--- src/rtl/wb_pkg.sv ---
// wb_pkg: shared types and constants for the multi-lane writeback stage
package wb_pkg;
  localparam int WB_DATA_W = 32;
  localparam int REG_ZERO = 0;
  typedef enum logic [1:0] {
    LS_BYTE = 2'd0,
    LS_HALF = 2'd1,
    LS_WORD = 2'd2
  } load_size_t;
  typedef struct packed {
    logic                 valid;
    logic                 write_en;
    logic                 is_load;
    load_size_t           size;
    logic                 uns;
    logic [1:0]           addr_low;
    logic [WB_DATA_W-1:0] result;
    logic [WB_DATA_W-1:0] mem_rdata;
  } wb_lane_t;
endpackage

--- src/rtl/load_align.sv ---
// load_align: selects the addressed byte/half of a load word and extends it
module load_align
  import wb_pkg::*;
(
  input  logic [WB_DATA_W-1:0] mem_rdata_i,
  input  logic [1:0]           addr_low_i,
  input  load_size_t           size_i,
  input  logic                 unsigned_i,
  output logic [WB_DATA_W-1:0] data_o
);
  logic [7:0]  byte_v;
  logic [15:0] half_v;
  always_comb begin
    byte_v = 8'(mem_rdata_i >> {addr_low_i, 3'b000});
    half_v = addr_low_i[1] ? mem_rdata_i[31:16] : mem_rdata_i[15:0];
    data_o = size_i == LS_BYTE ? {{24{~unsigned_i & byte_v[7]}}, byte_v} :
             size_i == LS_HALF ? {{16{~unsigned_i & half_v[15]}}, half_v} :
             mem_rdata_i;
  end
endmodule

--- src/rtl/wb_stage_multi.sv ---
// wb_stage_multi: registered multi-lane writeback with load alignment and youngest-wins write arbitration
module wb_stage_multi
  import wb_pkg::*;
#(
  parameter int LANES      = 2,
  parameter int DATA_W     = 32,
  parameter int REG_ADDR_W = 5,
  parameter int CNT_W      = 32
) (
  input  logic                        clk,
  input  logic                        rst,
  input  logic                        stall,
  input  logic                        flush,
  input  logic [LANES-1:0]            in_valid,
  input  logic [LANES*DATA_W-1:0]     in_result,
  input  logic [LANES*REG_ADDR_W-1:0] in_reg_dest,
  input  logic [LANES-1:0]            in_write_en,
  input  logic [LANES-1:0]            in_is_load,
  input  logic [LANES*2-1:0]          in_load_size,
  input  logic [LANES-1:0]            in_load_unsigned,
  input  logic [LANES*2-1:0]          in_addr_low,
  input  logic [LANES*DATA_W-1:0]     in_mem_rdata,
  output logic [LANES-1:0]            reg_write_en,
  output logic [LANES*REG_ADDR_W-1:0] reg_write_dest,
  output logic [LANES*DATA_W-1:0]     reg_write_data,
  output logic [LANES-1:0]            fwd_valid,
  output logic [CNT_W-1:0]            retired_count
);
  wb_lane_t              lane_d [LANES];
  wb_lane_t              lane_q [LANES];
  logic [REG_ADDR_W-1:0] dest_d [LANES];
  logic [REG_ADDR_W-1:0] dest_q [LANES];
  logic [DATA_W-1:0]     aligned [LANES];
  logic [CNT_W-1:0]      cnt_d, cnt_q;
  logic [LANES-1:0]      en;
  logic                  take;
  always_comb begin
    take  = ~stall & ~flush;
    cnt_d = cnt_q;
    for (int l = 0; l < LANES; l++) begin
      lane_d[l].valid     = take & in_valid[l];
      lane_d[l].write_en  = in_write_en[l];
      lane_d[l].is_load   = in_is_load[l];
      lane_d[l].size      = in_load_size[2*l +: 2] == 2'd3 ? LS_WORD : load_size_t'(in_load_size[2*l +: 2]);
      lane_d[l].uns       = in_load_unsigned[l];
      lane_d[l].addr_low  = in_addr_low[2*l +: 2];
      lane_d[l].result    = in_result[DATA_W*l +: DATA_W];
      lane_d[l].mem_rdata = in_mem_rdata[DATA_W*l +: DATA_W];
      dest_d[l]           = in_reg_dest[REG_ADDR_W*l +: REG_ADDR_W];
      cnt_d               = cnt_d + CNT_W'(lane_q[l].valid);
    end
  end
  always_ff @(posedge clk or posedge rst) begin
    if (rst) begin
      for (int l = 0; l < LANES; l++) begin
        lane_q[l] <= '0;
        dest_q[l] <= '0;
      end
      cnt_q <= '0;
    end else begin
      lane_q <= lane_d;
      dest_q <= dest_d;
      cnt_q  <= cnt_d;
    end
  end
  // Older lane loses to any younger lane writing the same register.
  always_comb begin
    for (int l = 0; l < LANES; l++)
      en[l] = lane_q[l].valid & lane_q[l].write_en & (dest_q[l] != REG_ADDR_W'(REG_ZERO));
    for (int l = 0; l < LANES; l++)
      for (int k = l + 1; k < LANES; k++)
        if (en[k] && dest_q[k] == dest_q[l]) en[l] = 1'b0;
  end
  for (genvar i = 0; i < LANES; i++) begin : g_lane
    load_align u_align (
      .mem_rdata_i (lane_q[i].mem_rdata),
      .addr_low_i  (lane_q[i].addr_low),
      .size_i      (lane_q[i].size),
      .unsigned_i  (lane_q[i].uns),
      .data_o      (aligned[i])
    );
    assign reg_write_dest[REG_ADDR_W*i +: REG_ADDR_W] = dest_q[i];
    assign reg_write_data[DATA_W*i +: DATA_W] = lane_q[i].is_load ? aligned[i] : lane_q[i].result;
  end
  assign reg_write_en  = en;
  assign fwd_valid     = en;
  assign retired_count = cnt_q;
endmodule

--- config.mk ---
export PLATFORM = sky130hd
export DESIGN_NAME = wb_stage_multi
export DESIGN_NICKNAME = d
export VERILOG_FILES = /design/src/rtl/wb_pkg.sv /design/src/rtl/load_align.sv /design/src/rtl/wb_stage_multi.sv
export SDC_FILE = /design/constraint.sdc
export NUM_CORES = 1
export LEC_CHECK = 0
export CORE_MARGIN = 2
export CORE_UTILIZATION = 40
export DETAILED_ROUTE_END_ITERATION = 7
export GPL_TIMING_DRIVEN = 0
export PLACE_DENSITY = 0.83
export SYNTH_ARGS = -nofsm -noshare
export SYNTH_HDL_FRONTEND = slang
export SYNTH_HIERARCHICAL = 1
export SYNTH_SLANG_ARGS = --single-unit
--- constraint.sdc ---
create_clock -name clk -period 14.9 [get_ports clk]
set_input_delay 3.725 -clock clk [delete_from_list [all_inputs] [get_ports clk]]
set_output_delay 3.725 -clock clk [all_outputs]
set_load 0.02 [all_outputs]
# After elaboration in Yosys (flattened, before gate mapping)
# Index checks and enable logic that the tools add are counted.
# op_classes
n_eq_ne	5
shifts	2
n_mux	11
n_reduce_logical	5
addsub	2
bitwise	15
# ops
cell	n
32-bit 2-to-1 mux	6
32-bit by 1-bit adder with 32-bit output	2
32-bit by 5-bit >> shifter with 8-bit output	2
16-bit 2-to-1 mux	2
1-bit bitwise AND	11
5-bit nonzero test	2
5-bit == test	1
2-bit by 1-bit == test with 1-bit output, second input constant	2
2-bit == test, second input constant	2
2-bit zero test	2
2-bit 2-to-1 mux	2
1-bit NOT	4
1-bit logical AND	1
1-bit 2-to-1 mux	1
# totals
regBits	186
word_cells	59
inputBits	158
output_inout_bits	110

# Logic depth before layout (Yosys ltp)
# Gate-level depths: netlist (run 1).
# logic_depth
depth_word	5
mapped_depth	9
ltp_nobuf	8

# By module
# Netlist (run 1), hierarchy kept.
# by_module_without_submodules
mod	instances	area_each_um2	seq_area_each_um2	cells_each
wb_stage_multi	1	6228.5	4654.5	378
load_align	2	1017.2	0.0	135

# Worst setup path before layout (run 1)
# No wires, ideal clock.
# synth_path
path_kind	register to output
start	register dest_q, in the netlist reg_write_dest[5]
end	output port reg_write_en[0]
stages_incl_launch_ff	5
required_time_ps	11175
arrival_ps	1909
slack_ps	9266
path_cell_list	dfrtp_1 > or3_1 > o311a_1 > a31oi_1 > buf_4
# synth_between
elab_chain_cells	4
elab_cells_between_ends	5
# synth_lines
item	line_no	rtl
from (decl)	wb_stage_multi.sv:32	logic [REG_ADDR_W-1:0] dest_q [LANES];
from (signal assigned)	wb_stage_multi.sv:62	dest_q <= dest_d;
5-bit nonzero test	wb_stage_multi.sv:69	en[l] = lane_q[l].valid & lane_q[l].write_en & (dest_q[l] != REG_ADDR_W'(REG_ZERO));
1-bit bitwise AND	wb_stage_multi.sv:69	
named net fwd_valid[1]	wb_stage_multi.sv:26	output logic [LANES-1:0] fwd_valid,
1-bit logical AND	wb_stage_multi.sv:72	if (en[k] && dest_q[k] == dest_q[l]) en[l] = 1'b0;
1-bit 2-to-1 mux	wb_stage_multi.sv:72	
to (decl)	wb_stage_multi.sv:23	output logic [LANES-1:0] reg_write_en,
# The timed path passes the listed nets, and every way through them passes these cells.

==> impl_results.md, run 1 <==
- Post-CTS sizing: 0
- Grt ovf: 0
- Setup TNS Final: 0 ps
- Die Y: between 100 and 150 um
- Max Freq: 151 MHz
- Most frequent cell after synthesis: dfrtp_1
- Syn_nets: roughly 800
- Synth area leaders: dfrtp_1 56%, mux2_2 9.0%, nor2b_1 4.8%, mux4_1 4.5%, o21ai_2 2.5%
- Status: finished clean
- DP HPWL: ~18000 um
- Routed vias/inst: between 5 and 6
- # nets final: around 1100
- Post-CTS setup buffer count: 0
- Post-synth top cells: 186 x dfrtp_1, 66 x mux2_2, 64 x nor2b_1, 33 x nand2_1, 28 x nand3_1
- Synth Area in Compound Gates: 7.25%
- Synth async-reset ratio: 100%
- Synth Area in XOR/XNOR: 3.71%
- Largest family of logic cells by synthesized area: simple AND/OR/NAND/NOR gates
- Clock transition at path regs: ~70 ps
- Initial Util: roughly two fifths
- Main synth FF type: dfrtp_1
- Power per standard cell area: 105 nW/um^2
- Final slew viol count: 0
- Placed Area: about 11000 um^2
- Peak supply drop: around 0.084 mV
- Mux cell area share after synthesis: roughly 14%
- CTS root buffer: clkbuf_16
- Clock Latency Late Sink: ~430 ps
- Global placement routability congestion: between 0.8 and 0.9
- Antenna viol nets, final: 0
- RSZ-0062 raised after global routing: false
- Req. time, crit path: approximately 11000 ps
- DIE WIDTH: roughly 150 um
- Vias in the first global route: approximately 6600
- Max-Cap Viols: 0
- Port Buffers: ~270
- Clock Sinks: between 150 and 200
- Worst Path Max Fanout: 8
- H-tree levels: 4
- DR pass1 iterations: 5
- Worst Path Arrival: roughly 2900 ps
- Final min period: approximately 6600 ps
- Fillers: around 1600
- Synth area leader: dfrtp_1
- Clock tree buffer depth: 2
- Slew Limit Headroom: between 40 and 50%
- Largest net degree at the start of global routing: 97
- Cell area after synthesis: ~8300 um^2
- DRC Markers: 0
- Layout cells sized above 1: around 16%
- Final instance area: about 12000 um^2
- Synth Area per Inst: ~13 um^2
- Initial antenna violation count: 1
- Post-synthesis simple-gate area fraction: between 10% and 20%
- Worst Tran Pin Value: roughly 780 ps
- I/O pin cnt: 268
- Area share of the largest cell type after synthesis: 56.3%
- CTS tree: yes
- Critical Path Start Type: register
- Post-synthesis sequential area ratio: 56.3%
- DR WL/cell: ~20 um
- Hold Buf Count CTS: 0
- Gate Count Post-Synth: ~650
- Final setup viols: 0
- Vias: 6350
- Final worst path period share: between 40% and 50%
- CTS Buf Count: 17
- Path depth of the worst reg2reg path: 9
- LEAKAGE: 4.97 nW
- Site Rows: 52
- Number of synthesized register bits: 186
- First-pass GRT wire length: around 37000 um
- Die Area: 21800 um^2
- Synth Area in Adders: 0.394%
- Hold Crit Class: register to register
- Worst Skew: roughly 3.8 ps
- Syn. warnings: 6
- Number of flops mapped to enable cells by yosys: 0
- Hold Fails Final Rpt: 0
- Synth cell types: 49
- Core area: 20200 um^2
- Setup Crit Path Kind: register to output port
- Final WL: 23900 um
- GRT Util Overall: around 22%
- Synth-to-layout area growth: 44.0%
- 1st-iter DRT viols: around 400
- CP endpoint kind: output port
- Worst hold path depth: 1
cells in the final DEF, fill, tap and decap left out, drive strengths merged, types with 3 or more instances in the layout:
cell	netlist	routed
clkdlybuf4s50	0	267
or4	4	4
inv	10	18
and3b	16	16
nor2	22	22
clkbuf	25	43
nand2	33	33
a211oi	14	14
nand4	10	10
buf	20	21
mux4	16	16
dfrtp	186	186
clkinv	0	4
nor3	7	7
nor2b	64	64
o21ai	48	48
o22ai	14	14
xor2	17	17
nand3	30	30
a31oi	3	3
nor4	3	3
mux2	66	66
xnor2	18	18
layer usage:
layer	track usage, %	vias up	wire length [um]	share of wire [%]
met2	35.1	329	11500	48
met3	5.59	45	1950	8.2
met1	29.9	3121	9770	41
li1	-	2855	-	-
met5	0	-	0	0
met4	7.88	0	668	2.8
power breakdown:
part / total (W) / switching [W] / internal, W
clock: 0.000451 / 0.000213 / 0.000239
combinational: 0.000239 / 0.000111 / 0.000128
sequential: 0.000557 / 0.0000237 / 0.000533
critical path: stages (launching register included):
cell             delay, ps
dfrtp_1                320
clkbuf_2               200
nand2b_1               130
clkbuf_1               340
o22ai_1                160
a211oi_1               470
mux2_2                 240
clkdlybuf4s50_1        600
flip-flops by register name, indices dropped and copies added (netlist names):
signal	flops
reg_write_dest	10
retired_count	32
lane_q	144
logic make-up after synthesis:
group                    after synthesis
XOR/XNOR                              35
AND/OR/NAND/NOR                      205
AO/OA/AOI/OAI                         83
multiplexers                          82
flip-flops                           186
adder cells (fa/ha/maj)                2
buffers and inverters                 55
cell type report:
cell class	instances	area [um^2]	share of cell area, %
multi-input combinational	407	3310	27.8
antenna	2	5.00	0.0421
tap	270	338	2.84
clock buffer	18	429	3.61
clock inverter	14	156	1.31
buffer	45	259	2.18
inverter	10	45.0	0.379
timing repair buffer	268	2700	22.7
sequential	186	4650	39.1
worst paths after layout:
path | from | to | slack, ps
min in group asynchronous | rst | lane_q[41]$_DFF_PP0_ | 3770
hold reg to reg | retired_count[31]$_DFF_PP0_ | retired_count[31]$_DFF_PP0_ | 490
max in group asynchronous | rst | lane_q[106]$_DFF_PP0_ | 10260
setup / recovery | lane_q[140]$_DFF_PP0_ | reg_write_data[1] | 8290
hold / removal | retired_count[31]$_DFF_PP0_ | retired_count[31]$_DFF_PP0_ | 490
setup reg to reg | retired_count[0]$_DFF_PP0_ | retired_count[24]$_DFF_PP0_ | 12510
per-stage QoR:
step	hold slack, ps	total power [W]	instances	worst slack (ps)	util (%)
2_1_floorplan	578	0.000679	648	6120	-
3_3_place_gp	462	0.000798	1185	3780	55.7
3_5_place_dp	458	0.000804	1186	8770	55.9
4_1_cts	483	0.00126	1218	8300	58.8
5_1_grt	501	0.00130	1218	8120	58.8
6_report	490	0.00125	1220	8290	58.8
(Power assumes the default switching activity.)
==> inputs of run 2 (changes only) <==
==> constraint.sdc (replaced) <==
create_clock -name clk -period 6.32 [get_ports clk]
set_input_delay 1.58 -clock clk [delete_from_list [all_inputs] [get_ports clk]]
set_output_delay 1.58 -clock clk [all_outputs]
set_load 0.02 [all_outputs]
==> impl_results.md, run 2 (synthesis gave the netlist of run 1 again) <==
- Net Switching: roughly 0.00086 W
- Largest net degree at the start of global routing: roughly 40
- Clock transition at path regs: 80 ps
- Slew Limit Headroom: approximately 42%
- CTS tree: yes
- Fillers: 1594
- Clock Latency Late Sink: 440 ps
- Vias in the first global route: between 6000 and 7000
- 1st-iter DRT viols: 376
- Hold Fails Final Rpt: 0
- Worst Skew: ~14 ps
- Vias: approximately 6300
- CTS Buf Count: 17
- Site Rows: 52
- WL met3: approximately 1700 um
- Worst Path Max Fanout: 8
- Internal: between 0.002 and 0.0025 W
- LEAKAGE: approximately 5 nW
- Global placement routability congestion: between 0.9 and 1
- Leading cell types in the layout, fill and taps excluded: 267 x clkdlybuf4s50_1, 186 x dfrtp_1, 66 x mux2_2
- Status: finished clean
- Dpl cells: 1189
- Fin cells: around 1200
- H-tree levels: 4
- Hold Crit Class: register to register
- First-pass GRT wire length: around 37000 um
- Critical Path Start Type: register
- Setup TNS Final: 0 ps
- Post-CTS sizing: 0
- DR WL/cell: around 20 um
- Initial antenna violation count: 2
- DIE WIDTH: 148 um
- Antenna viol nets, final: 0
- Final slew viol count: 0
- Core area: approximately 20000 um^2
- Clock Sinks: between 150 and 200
- # nets final: 1098
- Part of the power in registers: approximately 44%
- CTS root buffer: clkbuf_16
- Multi-input combinational cell area: between 3000 and 4000 um^2
- Metal2 WL: ~12000 um
- Max Freq: ~230 MHz
- DR pass1 iterations: 6
- Port Buffers: about 270
- Sw frac: 29.0%
- Layout cells sized above 1: approximately 16%
- Clock tree buffer depth: 2
- DP HPWL: 17800 um
- Routed vias/inst: between 5 and 6
- Top Layer Used: met5
- Final min period: approximately 4400 ps
- Sequential cell area: roughly 4700 um^2
- Final worst path period share: slightly below 70%
- Die Y: roughly 150 um
- Hold Buf Count CTS: 0
- Clock power share: between 30% and 40%
- Synth-to-layout area growth: 45.1%
- GRT Util Overall: between 20% and 30%
- Worst Path Arrival: about 2800 ps
- I/O pin cnt: between 200 and 300
- Max reg flops: roughly 140
- Largest Register: lane_q
- Initial Util: between 40 and 50%
- Worst Tran Pin Value: 864 ps
- Setup Crit Path Kind: register to output port
- Req. time, crit path: around 4700 ps
- WHS: ~500 ps
- CP max-delay cell: clkdlybuf4s50_1
- Max-Cap Viols: 0
- Final setup viols: 0
- Post-CTS setup buffer count: 0
- Most common cell after layout, fill and taps aside: clkdlybuf4s50_1
- CP endpoint kind: output port
- Die Area: around 22000 um^2
- Wl on met1: about 9600 um
- RSZ-0062 raised after global routing: false
- Peak supply drop: around 0.15 mV
- DRC Markers: 0
- Power, Total: a little under 0.003 W
- Worst-path cell chain: clkbuf_2 -> nand2b_1 -> clkbuf_1 -> o22ai_1 -> a211oi_1 -> mux2_2 -> clkdlybuf4s50_1
- Critical Path Max Stage Delay: approximately 600 ps
- Combinational Power Share: 19.2%
- Power per standard cell area: about 250 nW/um^2
- Grt ovf: 0
- Final WL: 23800 um
==> run 2: worst paths after layout <==
| kind | depth (start not counted) | end | slack, ps | startpoint |
|---|---|---|---|---|
| worst max-delay path | 7 | reg_write_data[35] | 1940 | lane_q[68]$_DFF_PP0_ |
| worst min-delay path | 1 | retired_count[27]$_DFF_PP0_ | 510 | retired_count[27]$_DFF_PP0_ |
| worst max register to register | 9 | retired_count[24]$_DFF_PP0_ | 3930 | retired_count[0]$_DFF_PP0_ |
| worst min register to register | 1 | retired_count[27]$_DFF_PP0_ | 510 | retired_count[27]$_DFF_PP0_ |
| max in group asynchronous | 5 | lane_q[92]$_DFF_PP0_ | 3430 | rst |
| min in group asynchronous | 2 | reg_write_dest[5]$_DFF_PP0_ | 1660 | rst |
==> run 2: area by class of cell <==
class,count,area share (%)
multi-input cells,407,27.6
inverters,10,0.344
well taps,270,2.82
plain buffers,45,2.16
diodes,1,0.0209
flip-flops and latches,186,38.8
clock buffers,17,3.55
clock inverters,15,1.68
repair buffers,271,23.0
==> run 2: critical path: cells and delay by family, from the launching register on <==
kind	cells	cell delay [ps]
buffers and inverters	3	1170
AOI/OAI and AO/OA	2	520
DFF	1	330
muxes	1	220
and+or+nand+nor	1	130
==> run 2: power by group through the flow <==
| stage | clock [W] | combinational, W | sequential, W |
|---|---|---|---|
| 5_1_grt | 0.00116 | 0.000608 | 0.00132 |
| 6_report | 0.00109 | 0.000568 | 0.00131 |
| 3_5_place_dp | 0 | 0.000568 | 0.00133 |
| 3_3_place_gp | 0 | 0.000554 | 0.00133 |
| 4_1_cts | 0.00111 | 0.000574 | 0.00131 |
| 2_1_floorplan | 0 | 0.000260 | 0.00134 |
==> run 2: layer usage <==
| layer | global-route usage (%) | up-vias |
|---|---|---|
| li1 | - | 2857 |
| met2 | 35.5 | 270 |
| met1 | 28.4 | 3103 |
| met3 | 6.05 | 52 |
| met4 | 9.71 | 2 |
| met5 | 0 | - |
==> run 2: stage by stage <==
step / cell area (um^2) / utilization (%) / worst slack (ps)
after floorplan: 8270 / - / 2350
after global placement: 11300 / 55.7 / 914
after detailed placement: 11400 / 56.1 / 2420
after CTS: 12000 / 59.2 / 1930
after global routing: 12000 / 59.2 / 1820
final: 12000 / 59.2 / 1940
==> inputs of run 3 (changes only) <==
--- a/config.mk
+++ b/config.mk
@@ -9,7 +9,7 @@
 export CORE_UTILIZATION = 40
 export DETAILED_ROUTE_END_ITERATION = 7
 export GPL_TIMING_DRIVEN = 0
-export PLACE_DENSITY = 0.83
+export PLACE_DENSITY = 0.86
 export SYNTH_ARGS = -nofsm -noshare
 export SYNTH_HDL_FRONTEND = slang
 export SYNTH_HIERARCHICAL = 1
==> constraint.sdc (replaced) <==
create_clock -name clk -period 3.92 [get_ports clk]
set_input_delay 0.98 -clock clk [delete_from_list [all_inputs] [get_ports clk]]
set_output_delay 0.98 -clock clk [all_outputs]
set_load 0.02 [all_outputs]
==> impl_results.md, run 3 (synthesis gave the netlist of run 1 again) <==
- Multi-input combinational cell area: about 3300 um^2
- Power, Total: approximately 0.0049 W
- Final setup viols: 0
- Combinational Power Share: a little under a fifth
- Port Buffers: around 270
- Final slew viol count: 0
- Clock transition at path regs: 70 ps
- LEAKAGE: between 5 and 6 nW
- Hold Startpoint: retired_count[31]$_DFF_PP0_
- Post-CTS setup buffer count: 0
- Worst hold path depth: 1
- Status: finished clean
- Sequential cell area: between 4000 and 5000 um^2
- Global placement routability congestion: between 0.9 and 1
- Peak supply drop: 0.314 mV
- Setup Crit Path Kind: register to output port
- Final WS setup: 139 ps
- Worst Path Max Fanout: 10
- Slew Limit Headroom: around 52%
- CTS root buffer: clkbuf_16
- Layout cells sized above 1: around 16%
- I/O pin cnt: roughly 270
- Reg-to-Reg Start: retired_count[0]$_DFF_PP0_
- Antenna viol nets, final: 0
- Die Area: roughly 22000 um^2
- # nets final: about 1100
- Core area: ~20000 um^2
- CTS tree: yes
- Leading cell types in the layout, fill and taps excluded: 267 x clkdlybuf4s50_1, 186 x dfrtp_1, 66 x mux2_2
- Most common cell after layout, fill and taps aside: clkdlybuf4s50_1
- Largest Register: lane_q
- Max reg flops: approximately 140
- Vias: 6266
- Hold Crit Class: register to register
- Clock Sinks: roughly 190
- 1st-iter DRT viols: around 440
- Clock Latency Late Sink: ~430 ps
- CTS Buf Count: 17
- First-pass GRT wire length: around 36000 um
- Max Freq: about 260 MHz
- DRC Markers: 0
- RSZ-0062 raised after global routing: false
- DIE WIDTH: roughly 150 um
- Final min period: about 3800 ps
- Largest net degree at the start of global routing: 43
- H-tree levels: 4
- CP startpoint: lane_q[64]$_DFF_PP0_
- Fillers: 1594
- CP endpoint kind: output port
- Synth-to-layout area growth: 45.4%
- Clock power share: between 30% and 40%
- Net Switching: about 0.0013 W
- DP HPWL: about 18000 um
- DR WL/cell: between 15 and 20 um
- Final worst path period share: 96.5%
- Req. time, crit path: roughly 2900 ps
- Routed vias/inst: between 5 and 6
- Part of the power in registers: a little over two fifths
- DR pass1 iterations: 7
- Vias in the first global route: approximately 6400
- Hold Fails Final Rpt: 0
- Final WL: 23500 um
- Worst Path Arrival: about 2800 ps
- Clock tree buffer depth: 2
- Initial antenna violation count: 4
- Site Rows: 52
- Worst Skew: around 8.7 ps
- Max-Cap Viols: 0
- Path depth of the worst reg2reg path: 9
- GRT Util Overall: 21.8%
- Grt ovf: 0
- Initial Util: roughly 41%
- Critical Path Start Type: register
- Die Y: ~150 um
- Sw frac: between 20% and 30%
- Worst Tran Pin Value: approximately 720 ps
- Pre-CTS setup slack: approximately 580 ps
- Power per standard cell area: ~410 nW/um^2
- Internal: ~0.0036 W
## run 3: changes by cell type in the layout (fill, tap and decap cells not counted)
cell        previous run  this run
inv_8                  1         2
bufinv_16              0         3
clkinv_8               9         2
clkinv_4               2         1
clkbuf_1              23        22
clkinvlp_4             1         2
inv_6                  3         5
buf_16                 0         1
## run 3: worst paths after layout
kind                                               endpoint  slack (ps)
worst max-delay path                     reg_write_data[44]         140
worst min-delay path            retired_count[31]$_DFF_PP0_         470
worst max register to register  retired_count[24]$_DFF_PP0_        1530
worst min register to register  retired_count[31]$_DFF_PP0_         470
max in group asynchronous              lane_q[96]$_DFF_PP0_        1780
min in group asynchronous             lane_q[142]$_DFF_PP0_        1010
## run 3: metrics by stage
stage	cell area (um^2)	hold WS, ps	std cells	setup TNS (ps)	util, %
6_report	12000	473	1221	0	59.4
5_1_grt	12000	519	1221	0	59.4
4_1_cts	12000	479	1222	0	59.4
3_5_place_dp	11400	458	1190	0	56.3
3_3_place_gp	11300	479	1185	-161840	55.7
2_1_floorplan	8270	578	648	0	-
## run 3: repair_timing
item                       CTS  global route
resized for setup            0             0
hold buffers                 0             0
setup endpoints to repair    0             2
## run 3: worst max-delay path, cell delays in order (launching register included)
cell	delay (ps)
dfrtp_1	360
buf_6	160
mux4_2	550
nand3_4	150
buf_8	160
nand3_1	150
mux2_2	310
clkdlybuf4s50_1	540
## run 3: final cells by class
| type | count | share of cell area [%] |
|---|---|---|
| clock inverter | 14 | 1.71 |
| clock buffer | 18 | 3.57 |
| antenna | 1 | 0.0208 |
| multi-input combinational | 407 | 27.6 |
| buffer | 43 | 2.09 |
| tap | 270 | 2.81 |
| timing repair buffer | 272 | 23.1 |
| sequential | 186 | 38.7 |
| inverter | 10 | 0.344 |
## run 3: power by group through the flow
stage | clock (W) | sequential, W | combinational [W]
after detailed placement | 0 | 0.00215 | 0.000917
after global placement | 0 | 0.00214 | 0.000892
after floorplan | 0 | 0.00216 | 0.000419
after global routing | 0.00196 | 0.00213 | 0.000977
final | 0.00184 | 0.00211 | 0.000915
after CTS | 0.00188 | 0.00211 | 0.000924
## run 3: routing by layer
layer	global-route usage [%]	vias up	share of wire, %
li1	-	2856	-
met1	28.3	3101	40
met2	35.6	266	49
met3	5.77	39	8.4
met4	7.31	4	2.0
met5	0	-	0.14
==> RTL edit 1: new RTL, flow settings as in run 3 <==
Set the parameter `CNT_W` to 48 (it was 32).
--- a/src/rtl/wb_stage_multi.sv
+++ b/src/rtl/wb_stage_multi.sv
@@ -6,5 +6,5 @@
   parameter int DATA_W     = 32,
   parameter int REG_ADDR_W = 5,
-  parameter int CNT_W      = 32
+  parameter int CNT_W      = 48
 ) (
   input  logic                        clk,
Ports: changed (resized retired_count); port bits go from 268 to 284. The function was not compared with the original's and may differ.
==> RTL edit 1 against run 3 <==
Die area grew 9.3%. Sequential cell count rose by 16. Design area is 9.5% higher. Routed wire length up 10%. Total power increased by 12%. Maximum frequency fell by 1.3%. Non-clock buffer count grew 20. Synthesized area is 9.6% higher. Synthesized cell count up 12%. Critical path depth unchanged. Sequential share of layout area fell by 0.31 points. Setup slack got worse by 0.050 ns. Largest cell class unchanged. Largest power group unchanged.
==> RTL edit 1: results (changes against run 3) <==
[timing]
fin_skew_ns = 0.0133  ; +0.00460 ns
fmax_ghz = 0.261  ; -1.3%
holdWs_ns = 0.471  ; -0.00148 ns

[place]
port_buffers = 283  ; +6.0%
placed_area_um2 = 12300  ; +8.5%
post-dp-hpwl_um = 19000  ; +7.1%
place_congestion = 0.842  ; -7.7%
dp_slack_ns = 0.564  ; -0.0133 ns

[power_and_ir_drop]
power_sequential_w = 0.00228  ; +8%
switching_power_w = 0.00135  ; +2.6%
power_leakage_nw = 5.46  ; +8.9%
finalPower_w = 0.00544  ; +12%
clock_power_share = 0.412  ; +0.034

[critical_path]
cp.arrival_ns = 2.85  ; +0.05 ns
crit_family = buffers and inverters
rrSetupSlack_ns = 1.07  ; -0.46 ns

[drt]
top_layer = met5
first_iter_violations = 435  ; -1.4%
wl_per_cell_um = 19.3  ; +0.56%
wl_met2_um = 12500  ; +7.3%
wl_met1_um = 10400  ; +11%
drt_pass1_iterations = 4  ; -3
vias_per_cell = 5.25  ; +2.4%
wl_met3_um = 2140  ; +9.2%

[yosys]
synth_area_leaders = dfrtp_1 56%, mux2_2 8.2%, nor2b_1 4.4%
synth.top_cells.by_count = 202 x dfrtp_1, 66 x mux2_2, 64 x nor2b_1
avgSynthCellArea_um2 = 12.5  ; -1.9%
yosys_warnings = 6  ; unchanged
async_reset_ff_frac = 1.00  ; unchanged
synth_cell_type_count = 48  ; -2.0%
synth_nets = 884  ; +9.4%
syn_inst = 724  ; +12%
seq_area_frac_synth = 0.558  ; -0.00513

[global_route]
grt_use_met1 = 0.275  ; -0.00839
grt_pass1_vias = 7354  ; +15%
antenna_found_initial = 1  ; -3
grt.met3_usage = 0.0516  ; -0.00616
grt_first_pass_wirelength_um = 40100  ; +10%
grt_max_degree = 44  ; +2.3%
grt.total_usage = 0.212  ; -0.00570
use_met2 = 0.352  ; -0.00397

[cells_and_area]
multi_input_area_um2 = 3690  ; +11%
nNonClkBuffers = 335  ; +6.3%
layout-drive-gt1-share = 0.159  ; -0.00426
n_all_inverters = 13  ; +3
nets = 1195  ; +8.9%
multi_input_gates = 460  ; +13%
final_core_util = 0.586  ; -0.00741
clkbuf_count = 32  ; +14
stdcell_count = 1336  ; +9.4%
clock_area_frac = 0.0610  ; +0.00817
area_share_nonclk_buffers = 0.243  ; -0.00893
register_area_um2 = 5050  ; +8.6%
fill_cells = 1780  ; +12%

[clocking]
max-clock-path-buffers = 3  ; +1
cts_buffers = 23  ; +6
htreeDepth = 1  ; -3
clock_sinks = 202  ; +8.6%
insertion_delay_ns = 0.51  ; +0.08 ns

[status]
status = finished, final reports clean

RTL edit 1: changes by cell type after synthesis, sizes merged, moves of 4 or more:
cell,delta
nand4,+15
xnor2,+17
nor3,+4
dfrtp,+16
nor4,+6
nand3,+5
RTL edit 1: path summary, 6_finish.rpt:
check,start,endpoint,cells after the start
max,lane_q[136],reg_write_data[15],7
min reg2reg,retired_count[47],retired_count[47],1
max in group asynchronous,rst,lane_q[40],5
min in group asynchronous,rst,retired_count[15],2
min,retired_count[47],retired_count[47],1
max reg2reg,retired_count[0],retired_count[46],9
RTL edit 1: kinds of logic after synthesis:
| family | count (synthesis) | share of synthesized area |
|---|---|---|
| fa+ha+maj | 2 | 0.00359 |
| mux | 82 | 0.128 |
| compound gates | 83 | 0.0662 |
| flops | 202 | 0.558 |
| simple gates | 242 | 0.158 |
| xor+xnor | 51 | 0.0502 |
| buf+inv | 62 | 0.0359 |
==> RTL edit 2: new RTL, config.mk and constraints of run 3 <==
Without the edit above. Reset style: synchronous (`rst`), changed in one clocked block.
--- a/src/rtl/wb_stage_multi.sv
+++ b/src/rtl/wb_stage_multi.sv
@@ -51,5 +51,5 @@
     end
   end
-  always_ff @(posedge clk or posedge rst) begin
+  always_ff @(posedge clk) begin
     if (rst) begin
       for (int l = 0; l < LANES; l++) begin
Behaviour: differs if rst is asserted again (counterexample within 4 cycles, from zero or initial values and one cycle with rst high); with rst held inactive, the same outputs for 10 cycles.
==> RTL edit 2 against run 3 <==
Synthesized area up 3.0%. Design area up 0.29%. Largest power group unchanged. Setup slack better by 0.012 ns. Sequential cell count unchanged. Critical endpoint is now reg_write_data[5]. Synthesized cell count up 32%. Total power down 9.6%. Routed wire length up 10%. Register-to-register slack worse by 0.49 ns.
==> RTL edit 2: results (changes against run 3) <==
[yosys]
ys.flop_type = dfxtp_1
synth-xor-area-share = 0.0175  ; -0.0196
synth_compound_area_frac = 0.0947  ; +0.0221
synth_fa_ha_area_frac = 0.00382  ; -0.000116
synth_nets = 1018  ; +26%
yosys_warnings = 6  ; unchanged
synth.top_cells.by_count = 213 x nor2b_1, 186 x dfxtp_1, 66 x mux2_2
synth_area_leaders = dfxtp_1 44%, nor2b_1 16%, mux2_2 8.7%
syn_inst = 858  ; +32%
async_reset_ff_frac = 0  ; -1.00

[cells_and_area]
nets = 1303  ; +19%
n_antenna_cell = 1  ; unchanged
multi_input_area_um2 = 4400  ; +33%
fill_cells = 1805  ; +13%
clock_area_frac = 0.0437  ; -0.00908
n_all_inverters = 11  ; +1
seq-cell-share = 0.309  ; -0.0784
nNonClkBuffers = 333  ; +5.7%
area_share_nonclk_buffers = 0.250  ; -0.00229
clkbuf_count = 19  ; +1
layout-drive-gt1-share = 0.130  ; -0.0333
multi_input_area_share = 0.365  ; +0.0893
multi_input_gates = 594  ; +46%

[place]
place_congestion = 0.914  ; +0.32%
port_buffers = 266  ; -0.37%
placed_area_um2 = 11500  ; +1.2%
dp_cells = 1399  ; +18%
post-dp-hpwl_um = 20000  ; +13%

[critical_path]
max_stage_delay_ns = 0.59  ; +0.04 ns
cp.arrival_ns = 2.79  ; about the same
rr_startpoint = retired_count[0]
rrSetupSlack_ns = 1.04  ; -0.49 ns
startpoint = lane_q[140]
regToRegEndpoint = retired_count[24]
crit_path_top_delay_cell = clkdlybuf4s50_1
endpoint = reg_write_data[5]

[drt]
wl_met2_um = 12600  ; +8.0%
wl_met1_um = 11000  ; +17%
first_iter_violations = 374  ; -15%
wl_met3_um = 1760  ; -10%
vias_per_cell = 5.11  ; -0.38%
top_layer = met4
drt_pass1_iterations = 5  ; -2
wl_per_cell_um = 18.1  ; -5.9%

[global_route]
grt_pass1_vias = 7168  ; +12%
grt.total_usage = 0.228  ; +0.0102
grt_first_pass_wirelength_um = 39300  ; +8.2%
grt_max_degree = 17  ; -60%
antenna_found_initial = 0  ; -4

[floorplan]
die_w_um = 150  ; +1.5%

[worst_hold_path]
min_from = retired_count[31]
min_path_cells = 2  ; +1
whs_endpoint = retired_count[31]

[timing]
holdWs_ns = 0.495  ; +0.0216 ns
setup_ws_ns = 0.151  ; +0.0123 ns
fin_skew_ns = 0.0225  ; +0.0138 ns

[status]
status = finished, final reports clean

[power_and_ir_drop]
intPower_w = 0.00324  ; -9.0%

-- RTL edit 2: cell count changes in the layout (fill, tap and decap cells not counted), sizes merged, moves of 11 or more --
| cell | before | now |
|---|---|---|
| nor2b | 64 | 213 |
| xor2 | 17 | 6 |
| nor2 | 22 | 33 |
| dfxtp | 0 | 186 |
| a21oi | 2 | 20 |
| dfrtp | 186 | 0 |
| clkbuf | 41 | 63 |
-- RTL edit 2: power groups by stage --
stage	Combinational [W]	Sequential (W)	Clock [W]
2_1_floorplan	0.000415	0.00205	0
3_3_place_gp	0.000787	0.00206	0
3_5_place_dp	0.000796	0.00207	0
4_1_cts	0.000800	0.00203	0.00161
5_1_grt	0.000853	0.00203	0.00168
6_report	0.000796	0.00203	0.00158
-- RTL edit 2: per-layer routing --
| layer | vias up | track usage |
|---|---|---|
| met2 | 301 | 0.382 |
| met1 | 3461 | 0.295 |
| met4 | 0 | 0.0759 |
| met3 | 32 | 0.0418 |
| li1 | 3522 | - |
| met5 | - | 0 |
